$ cat src/rtl/adc_burst_avg.sv
// adc_burst_avg: burst-sampling ADC averager.
// A synchronized rising edge on syncro_i starts a burst: after SYNC_DELAY
// cycles the block raises adc_data_req_o, accumulates 2^LOG2_N samples taken
// on falling edges of adc_data_rdy_i, and publishes their signed mean on
// data_o with a one-cycle data_rdy_o pulse. A stalled burst aborts after
// TIMEOUT strobe-less REQ cycles with a timeout_o pulse.
// Optional feature macro: ADC_AVG_ROUND_EN (round half up instead of floor).
module adc_burst_avg #(
    parameter int DATA_W     = 12,
    parameter int LOG2_N     = 3,
    parameter int SYNC_DELAY = 10,
    parameter int TIMEOUT    = 64
) (
    input  logic              clk_i,
    input  logic              reset_n_i,
    input  logic              syncro_i,
    output logic              adc_data_req_o,
    input  logic              adc_data_rdy_i,
    input  logic [DATA_W-1:0] adc_data_i,
    output logic [DATA_W-1:0] data_o,
    output logic              data_rdy_o,
    output logic              busy_o,
    output logic              timeout_o
);

    localparam int N     = 1 << LOG2_N;
    localparam int ACC_W = DATA_W + LOG2_N;
    localparam int CNT_W = LOG2_N + 1;
    localparam int DLY_W = 8;
    localparam int TMO_W = 16;

    localparam logic [1:0] IDLE  = 2'd0;
    localparam logic [1:0] DELAY = 2'd1;
    localparam logic [1:0] REQ   = 2'd2;
    localparam logic [1:0] OUT   = 2'd3;

    logic [1:0]              state, next_state;
    logic [2:0]              sync_q;
    logic                    sync_edge;
    logic                    rdy_z;
    logic                    strobe;
    logic                    start;
    logic                    last_smp;
    logic                    expire;
    logic [DLY_W-1:0]        dly_cnt;
    logic [TMO_W-1:0]        tmo_cnt;
    logic [CNT_W-1:0]        smp_cnt;
    logic signed [ACC_W-1:0] acc;
    logic signed [ACC_W-1:0] acc_rnd;
    logic signed [ACC_W-1:0] sample_ext;

    assign sync_edge  = sync_q[1] & ~sync_q[2];
    assign strobe     = rdy_z & ~adc_data_rdy_i;
    // busy_o stays high through the data_rdy_o cycle, so an edge seen there
    // is dropped rather than starting a burst that overlaps the output.
    assign start      = (state == IDLE) & sync_edge & ~busy_o;
    assign last_smp   = strobe & (smp_cnt == CNT_W'(N - 1));
    // A strobe in the expiry cycle takes precedence over the abort.
    assign expire     = (state == REQ) & ~strobe & (tmo_cnt == TMO_W'(TIMEOUT - 1));
    assign sample_ext = ACC_W'(signed'(adc_data_i));

    // Request is a pure decode of the state register, hence glitch-free.
    assign adc_data_req_o = (state == REQ);

`ifdef ADC_AVG_ROUND_EN
    // Half an LSB of the result; zero when LOG2_N = 0 so the sample passes through.
    localparam logic [ACC_W-1:0] RND = ACC_W'((1 << LOG2_N) >> 1);
    assign acc_rnd = acc + RND;
`else
    assign acc_rnd = acc;
`endif

    // Two-flop synchronizer plus one extra stage for rising-edge detection; ready line delayed once.
    always_ff @(posedge clk_i or negedge reset_n_i) begin
        if (!reset_n_i) begin
            sync_q <= '0;
            rdy_z  <= 1'b0;
        end else begin
            sync_q <= {sync_q[1:0], syncro_i};
            rdy_z  <= adc_data_rdy_i;
        end
    end

    // Next-state decode for the burst sequencer.
    always_comb begin
        next_state = state;
        case (state)
            IDLE:  if (start) next_state = (SYNC_DELAY == 0) ? REQ : DELAY;
            DELAY: if (dly_cnt == DLY_W'(SYNC_DELAY - 1)) next_state = REQ;
            REQ: begin
                if (last_smp)    next_state = OUT;
                else if (expire) next_state = IDLE;
            end
            default: next_state = IDLE;
        endcase
    end

    // State register.
    always_ff @(posedge clk_i or negedge reset_n_i) begin
        if (!reset_n_i) state <= IDLE;
        else            state <= next_state;
    end

    // Burst datapath: delay, timeout and sample counters plus the accumulator.
    always_ff @(posedge clk_i or negedge reset_n_i) begin
        if (!reset_n_i) begin
            dly_cnt <= '0;
            tmo_cnt <= '0;
            smp_cnt <= '0;
            acc     <= '0;
        end else begin
            case (state)
                IDLE: begin
                    dly_cnt <= '0;
                    tmo_cnt <= '0;
                    smp_cnt <= '0;
                    acc     <= '0;
                end
                DELAY: dly_cnt <= dly_cnt + 1'b1;
                REQ: begin
                    if (strobe) begin
                        acc     <= acc + sample_ext;
                        smp_cnt <= smp_cnt + 1'b1;
                        tmo_cnt <= '0;
                    end else begin
                        tmo_cnt <= tmo_cnt + 1'b1;
                    end
                end
                default: ;
            endcase
        end
    end

    // Registered outputs; busy covers the whole burst including the data_rdy_o cycle.
    always_ff @(posedge clk_i or negedge reset_n_i) begin
        if (!reset_n_i) begin
            data_o     <= '0;
            data_rdy_o <= 1'b0;
            busy_o     <= 1'b0;
            timeout_o  <= 1'b0;
        end else begin
            data_rdy_o <= (state == OUT);
            timeout_o  <= expire;
            busy_o     <= (next_state != IDLE) | (state == OUT);
            if (state == OUT) data_o <= DATA_W'(acc_rnd >>> LOG2_N);
        end
    end

endmodule

$ cat config.mk
export PLATFORM = sky130hd
export DESIGN_NAME = adc_burst_avg
export DESIGN_NICKNAME = d
export VERILOG_FILES = /design/src/rtl/adc_burst_avg.sv
export SDC_FILE = /design/constraint.sdc
export NUM_CORES = 1
export LEC_CHECK = 0
export CAP_MARGIN = 20
export CELL_PAD_IN_SITES_DETAIL_PLACEMENT = 1
export CELL_PAD_IN_SITES_GLOBAL_PLACEMENT = 1
export CORE_AREA = 5 5 120 94
export DETAILED_ROUTE_END_ITERATION = 10
export DIE_AREA = 0 0 125 99
export PLACE_DENSITY_LB_ADDON = 0.1
export SLEW_MARGIN = 20
export SYNTH_ARGS = -nofsm -noshare
export SYNTH_HDL_FRONTEND = slang
export SYNTH_SLANG_ARGS = --single-unit
export TNS_END_PERCENT = 30
$ cat constraint.sdc
create_clock -name clk_i -period 6.61 [get_ports clk_i]
set_input_delay 1.322 -clock clk_i [delete_from_list [all_inputs] [get_ports clk_i]]
set_output_delay 1.322 -clock clk_i [all_outputs]
set_load 0.005 [all_outputs]
* Word-level counts from Yosys, hierarchy flattened *
Cells that the tools add are included.

operators by class
  $add $sub $neg = 4
  multiplexer cells = 12
  bitwise operators = 12
  eq/ne operators = 7
  reductions and logical operators = 5

operators with widths
  operator               number
  $pmux 16 s2            1
  $pmux 15 s2            1
  $add 16x1->16 const B  1
  $eq 16x6->1 const B    1
  $mux 16                1
  $pmux 8 s2             1
  $add 15x12->15         1
  $mux 15                1
  $add 8x1->8 const B    1
  $eq 8x4->1 const B     1
  $mux 2                 4
  $pmux 4 s2             1
  $and 1x1->1            7
  $pmux 2 s3             1
  $reduce_bool 2->1      3
  $add 4x1->4 const B    1
  $eq 2x2->1 const B     2
  $eq 4x3->1 const B     1
  $mux 4                 1
  $not 1->1              4
  $eq 2x1->1 const B     1
  $logic_not 2->1        1
  $ne 2x1->1 const B     1
  $reduce_and 2->1       1
  $or 1x1->1             1

word-level totals
  logic and storage cells = 51
  bits in registers = 64
  output and inout bits = 16
  input bits = 16

* Longest topological paths before layout *
Gate-level depths: netlist of the first run.

  depth in word-level cells = 10
  gate-level depth with buffers = 8
  gate-level depth less buffers = 8

* Worst setup path after synthesis of the first run *
Ideal clock, no wire load.

  kind = input-to-reg
  from = input port adc_data_i[0]
  to = register acc[14]
  library setup time = 132 ps
  slack = 3,437 ps
  path buffers = 0
  cell stages on the path = 8
  arrival time = 3,041 ps
  data required time = 6,478 ps
  path through = ha_1 fa_1 a21o_1 a221oi_4 o311ai_4 a21oi_4 mux2i_1 o211ai_1

on the way
  word-level cells in the longest chain between the ends = 3

ends and longest elaborated chain
  item                  RTL line  text
  start, declared       19        input logic [DATA_W-1:0] adc_data_i,
  $add 15x12->15        122       acc <= acc + sample_ext;
  $mux 15               121       if (strobe) begin
  $pmux 15 s2           112       case (state)
  end signal, assigned  122
  end, declared         48        logic signed [ACC_W-1:0] acc;

Every way passes these cells. The select of a mux whose other input is x is not followed.
A chain may end at the register's enable or synchronous reset.

* Final worst setup path of the first run *
  from = register state[0]
  to = output port adc_data_req_o

on the way
  word-level cells in the longest chain between the ends = 1

ends and longest elaborated chain
  item                    RTL line  text
  start, declared         37        logic [1:0] state, next_state;
  start signal, assigned  101       else state <= next_state;
  $eq 2x2->1              63        assign adc_data_req_o = (state == REQ);
  end, declared           17        output logic adc_data_req_o,

Every way passes these cells.

==> key figures, run 1 <==
Run status
  – Status: finished clean

Timing
  – Final period util: between 50% and 60%
  – Worst setup margin: ~3.0 ns
  – Crit path time final: 3.615 ns
  – Slew HR: between 40 and 50%
  – Worst-Margin Slew: 0.8522 ns
  – Fmax: around 280 MHz
  – Fin Setup TNS: 0 ns
  – RSZ-0062 raised after global routing: false
  – Endpoints failing hold: 0
  – Clock skew: approximately 0.0073 ns
  – Final setup violating endpoints: 0
  – Fin. max-slew vios: 0

Critical path
  – CP max stage cell: dfrtp_1
  – Required @ worst endpoint: about 5.3 ns
  – Crit Path Category: register to output port
  – Crit path launch type: register
  – Setup crit end kind: output port
  – Crit path cell chain: inv_1, nand2_1, inv_1, clkdlybuf4s50_1
  – WP data arrival: between 2 and 2.5 ns
  – Max stage delay on crit path: between 0.8 and 0.9 ns
  – Most used cell, CP: inv_1
  – Crit path max fanout: 22

Global routing
  – Number of global-route vias before repair: 2840
  – First-pass GRT wire length: roughly 14000 um
  – Initial antenna violation count: 0
  – Gr usage total: around 14%
  – Gr ovfl total: 0
  – Largest net degree at the start of global routing: 65

Synthesis
  – Synth Area in XOR/XNOR: under 10%
  – Seq/Total Area, Yosys: 47.08%
  – Compound-cell area share of the yosys netlist: around 17%
  – Mux contribution to synthesized area: under 10%
  – Seq cells post-synth: 64
  – Main combinational cell family by area after synthesis: simple AND/OR/NAND/NOR gates
  – Post-synth EDFFs: 0
  – Syn Nets: around 380
  – Cell area after synthesis: between 3000 and 4000 um^2
  – Async S/R FF share, synth: 100.0%
  – Area share of fa/ha/maj cells after synthesis: about 7.2%
  – Syn Area/Cell: 10.01 um^2
  – Predominant post-synthesis flop cell: dfrtp_1
  – Gate Count Post-Synth: between 300 and 400
  – Ys Warns: 0
  – Netlist cell types: 44
  – Simple-gate portion of the synthesized area: between 10% and 20%

Power and ir drop
  – Power Total: roughly 1.0 mW
  – Peak VDD IR: ~110 uV
  – Cell Pwr Density: between 200 and 300 nW/um^2
  – P_leak: around 1.9 nW

Floorplan
  – Die Ht: approximately 99 um
  – Core ar.: between 9000 and 10000 um^2
  – Die W: 125 um
  – Initial Util: 34.12%
  – IO Count: 32
  – Die area: 12380 um^2
  – Row count: 32

Cells and area
  – Area of the multi-input gates: about 1700 um^2
  – Register area: between 1500 and 2000 um^2
  – Synth-to-layout area growth: 21.04%
  – Final net count: a little over 400
  – Share of cells above drive strength 1: about a tenth
  – Fill cells: roughly 1100
  – # diodes: 0

Job
  – Max Cap Viol: 0

Hold path
  – Worst hold path class: register to register

Placed design
  – I/O Buffers: 31
  – Final GP Congestion: just over 0.7
  – DP Worst Slack: approximately 2.8 ns
  – DP HPWL: just under 6000 um

Route
  – Post-route ant nets: 0
  – Vias per cell: approximately 5.2
  – Starting DRC count in detailed routing: 86
  – # DRC: 0
  – Final wirelength: approximately 8300 um
  – Total number of vias: about 2600
  – Initial DRT Pass Iterations: 4
  – Wire per inst: ~16 um

Clock network
  – Worst-Skew Late Latency: 0.33 ns
  – Worst-path clk slew: 0.06 ns
  – # hold bufs at CTS: 0
  – CTS tree: yes
  – CTS root buf: clkbuf_16
  – Clock sink total: 64
  – Cts repair resizes: 0
  – Post-CTS setup buffers: 0
  – H-tree levels: 3
  – CTS buffer count: 9
  – CTS max path bufs: 2
-- cells by family (layout without fill, tap and decap cells) --
kind of cell | Yosys count | in the layout
compound gates | 87 | 87
xor+xnor | 21 | 21
simple gates | 116 | 116
fa+ha+maj | 19 | 19
flops | 64 | 64
buf+inv | 18 | 55
mux | 15 | 15
-- cell usage in the layout, fill, tap and decap left out, types with 3 or more instances in the layout --
master | synthesis | final
dfrtp_1 | 64 | 64
nand2_1 | 45 | 45
o21ai_0 | 43 | 43
clkdlybuf4s50_1 | 0 | 30
nor2_1 | 19 | 19
ha_1 | 18 | 18
nand3_1 | 16 | 16
mux2_2 | 14 | 14
a21oi_1 | 14 | 14
xor2_1 | 13 | 13
clkbuf_16 | 0 | 9
xnor2_1 | 8 | 8
a21o_1 | 8 | 8
inv_1 | 7 | 7
a22o_1 | 7 | 7
or3_1 | 4 | 4
nor4_1 | 4 | 4
and3_1 | 4 | 4
nor3b_1 | 4 | 4
a31oi_1 | 4 | 4
nand2b_1 | 3 | 3
nand4_1 | 3 | 3
nor3_1 | 3 | 3
clkinvlp_4 | 0 | 3
-- synthesized netlist by cell type, drive strengths merged (6+ instances only) --
master	instances	area [um^2]
nand2	45	168.9
nor2	19	71.32
xnor2	8	70.07
a22o	7	61.31
dfrtp	64	1602
a21oi	15	86.34
clkbuf	8	30.03
ha	18	225.2
inv	7	26.28
o21ai	43	215.2
a21o	8	60.06
mux2	14	157.7
xor2	13	113.9
and3	6	43.79
nand3	16	80.08
-- critical path: cells and delay by family, from the launching register on --
kind | cells | cell delay, ns
simple gates | 1 | 0.29
flops | 1 | 0.82
buf+inv | 3 | 0.86
-- where the power goes --
part,internal (mW),switching (mW),leakage [nW]
clock,0.263,0.179,0.128
sequential,0.416,0.0441,0.873
combinational,0.0598,0.0859,0.892
-- through the flow --
step                util (%)  hold slack (ns)  area, um^2  std cells
finish                 41.30           0.3592        4118        513
global route           41.30           0.3632        4118        513
CTS                    41.30           0.3645        4118        513
detailed placement     38.54           0.3516        3842        497
global placement       38.54           0.3358        3842        497
floorplan                  -           0.3312        3402        340
-- final timing paths --
check	from	to	slack (ns)	depth (start not counted)
worst max-delay path	state[0]$_DFF_PN0_	adc_data_req_o	3.00	4
worst min-delay path	sync_q[0]$_DFF_PN0_	sync_q[1]$_DFF_PN0_	0.36	0
worst max register to register	state[0]$_DFF_PN0_	acc[14]$_DFFE_PN0P_	4.16	7
worst min register to register	sync_q[0]$_DFF_PN0_	sync_q[1]$_DFF_PN0_	0.36	0
max in group asynchronous	reset_n_i	acc[3]$_DFFE_PN0P_	4.87	2
min in group asynchronous	reset_n_i	dly_cnt[0]$_DFFE_PN0P_	1.18	2
-- flip-flops by register name, indices dropped and copies added, names as in the netlist --
name and flops:
data_o 12, timeout_o 1, rdy_z 1, tmo_cnt 16, smp_cnt 4, dly_cnt 8, state 2, acc 15
data_rdy_o 1, busy_o 1, sync_q 3
-- layout make-up --
type	instances	area share, %
flip-flops and latches	64	38.89
well taps	136	4.132
inverters	7	0.6381
repair buffers	32	7.596
multi-input cells	258	42.05
clock inverters	5	0.7900
clock buffers	11	5.895
-- per-layer routing --
| layer | vias to the layer above | wire (um) | track usage, % |
|---|---|---|---|
| met3 | 12 | 243 | 3.954 |
| met4 | 0 | 114 | 4.250 |
| met5 | - | 0 | 0 |
| met2 | 26 | 3624 | 21.60 |
| li1 | 1282 | - | - |
| met1 | 1328 | 4354 | 20.17 |
Note: power is estimated with default switching activity, not from simulation.
==> run 2: changes to the inputs <==
- clock period: 6.61 -> 3.6 ns (I/O delays scaled with it)
==> run 2 against run 1 <==
Combinational power rose by 120%. Sequential power is 75% higher. Flip-flop and latch count unchanged. Highest routed layer unchanged.
==> key figures, run 2 (synthesis results as in run 1) <==
Timing
  – Final period util: 79.19%
  – Fmax: 350.8 MHz
  – RSZ-0062 raised after global routing: false
  – Clock skew: 0.008448 ns (+0.001180 ns)
  – Endpoints failing hold: 0 (unchanged)
  – Final setup violating endpoints: 0 (unchanged)
  – Fin Setup TNS: 0 ns (unchanged)
  – Worst-Margin Slew: 0.6375 ns (-0.2147 ns)
  – Slew HR: 57.50% (+14 points)
  – Hold Worst Slack: 0.3449 ns (-0.01430 ns)
  – Fin. max-slew vios: 0 (unchanged)
  – Crit path time final: 2.851 ns

Critical path
  – Worst R2R End: acc[14]$_DFFE_PN0P_
  – Crit Path Category: input port to register
  – Crit path max fanout: 4 (-82%)
  – WP data arrival: 3.05 ns (+0.76 ns)
  – Required @ worst endpoint: 3.80 ns (-1.49 ns)
  – Worst Reg-to-Reg Cells: 8 (+1)
  – Reg2reg setup slack: 1.20 ns (-2.96 ns)
  – FF-to-FF Start: acc[0]$_DFFE_PN0P_
  – Crit path launch type: input port
  – Setup crit end kind: register
  – Critical Path Source: adc_data_i[0]

Clock network
  – Cts repair resizes: 0 (unchanged)
  – CTS max path bufs: 2 (unchanged)
  – Worst-path clk slew: 0.05 ns (about the same)
  – Post-CTS setup buffers: 0 (unchanged)
  – Worst-Skew Late Latency: 0.32 ns (about the same)
  – H-tree levels: 3 (unchanged)
  – CTS tree: yes
  – Clock sink total: 64 (unchanged)
  – CTS buffer count: 9 (unchanged)
  – CTS root buf: clkbuf_16
  – # hold bufs at CTS: 0 (unchanged)

Power and ir drop
  – Peak VDD IR: 231.0 uV (+110%)
  – Cell Pwr Density: 482.6 nW/um^2 (+90%)
  – P_leak: 1.934 nW (+2.2%)

Floorplan
  – Row count: 32 (unchanged)
  – IO Count: 32 (unchanged)
  – Die W: 125 um (unchanged)
  – Die area: 12380 um^2 (unchanged)
  – Initial Util: 34.12% (unchanged)
  – Core ar.: 9970 um^2 (unchanged)
  – Die Ht: 99 um (unchanged)

Cells and area
  – Most frequent cells in the layout: 64 x dfrtp_1, 45 x nand2_1, 43 x o21ai_0, 30 x clkdlybuf4s50_1, 19 x nor2_1
  – Largest register FFs: 16 (unchanged)
  – Synth-to-layout area growth: 22.66%
  – Fin cells: 517 (+0.78%)
  – Final net count: 411 (+0.98%)
  – Largest regs: tmo_cnt (16), acc (15), data_o (12)
  – Commonest non-fill, non-tap cell in the layout: dfrtp_1
  – # diodes: 0 (unchanged)
  – Most flops, register: tmo_cnt
  – Fill cells: 1125 (unchanged)
  – Fin util: 41.85% (+0.55 points)
  – Share of cells above drive strength 1: 10.76% (+0.68 points)

Global routing
  – Gr ovfl total: 0 (unchanged)
  – First-pass GRT wire length: 14260 um (-0.86%)
  – Initial antenna violation count: 0 (unchanged)
  – Gr usage total: 14.17% (-0.17 points)
  – Number of global-route vias before repair: 2802 (-1.3%)
  – Largest net degree at the start of global routing: 27 (-58%)

Route
  – Post-route ant nets: 0 (unchanged)
  – # DRC: 0 (unchanged)
  – Vias per cell: 5.184 (+0.43%)
  – Final wirelength: 8286 um (-0.61%)
  – Wire per inst: 16.03 um (-1.4%)
  – Total number of vias: 2680 (+1.2%)
  – Initial DRT Pass Iterations: 5 (+1)
  – Starting DRC count in detailed routing: 83 (-3.5%)

Hold path
  – Worst hold path class: register to register
  – Worst Hold End: sync_q[1]$_DFF_PN0_
  – Hold path cells: 0 (unchanged)
  – Hold path start: sync_q[0]$_DFF_PN0_

Placed design
  – DP HPWL: 5920 um (+2.2%)
  – I/O Buffers: 31 (unchanged)
  – DP Cell Count: 501 (+0.80%)
  – Final GP Congestion: 0.7849 (+8.1%)

Job
  – Max Cap Viol: 0 (unchanged)

Run status
  – Status: finished clean
-- run 2: worst max path at each step --
stage | to | slack, ns | cells past startpoint
after floorplan | acc[14]$_DFFE_PN0P_ | 1.03 | 8
after global placement | acc[14]$_DFFE_PN0P_ | 0.46 | 9
after detailed placement | acc[14]$_DFFE_PN0P_ | 0.44 | 9
after CTS | acc[14]$_DFFE_PN0P_ | 0.75 | 9
after global routing | acc[14]$_DFFE_PN0P_ | 0.63 | 9
final | acc[14]$_DFFE_PN0P_ | 0.75 | 9
-- run 2: cell type report --
cell class	count	area, um^2	share of cell area, %
multi-input combinational	258	1732	41.50
sequential	64	1602	38.38
timing repair buffer	36	342.8	8.216
clock buffer	13	260.3	6.237
tap	136	170.2	4.078
clock inverter	3	40.04	0.9595
inverter	7	26.28	0.6297
-- run 2: worst max-delay path, stage by stage --
cell and delay [ns]:
clkdlybuf4s50_1 0.40, ha_1 0.23, fa_1 0.42, a21o_1 0.24, a221oi_4 0.37, o311ai_4 0.17, a21oi_4 0.18, mux2i_1 0.20
o211ai_1 0.11
-- run 2: power breakdown --
group / leakage (nW) / internal, mW / total [mW] / switching, mW
combinational: 0.911 / 0.124 / 0.324 / 0.200
sequential: 0.873 / 0.766 / 0.808 / 0.0423
clock: 0.150 / 0.572 / 0.882 / 0.310
total: 1.93 / 1.46 / 2.01 / 0.552
-- run 2: metrics by stage --
stage,instance area (um^2),setup slack (ns),power (mW)
after floorplan,3402,1.029,1.011
after detailed placement,3872,0.4426,1.149
after global placement,3872,0.4552,1.148
after global routing,4173,0.6311,2.122
final,4173,0.7491,2.014
after CTS,4173,0.7519,2.049
-- run 2: routing by layer --
metal	wire, um	vias up	global-route usage, %
li1	-	1295	-
met1	4393	1352	19.87
met2	3567	26	21.81
met3	232	7	3.521
met4	93	0	4.000
met5	0	-	0
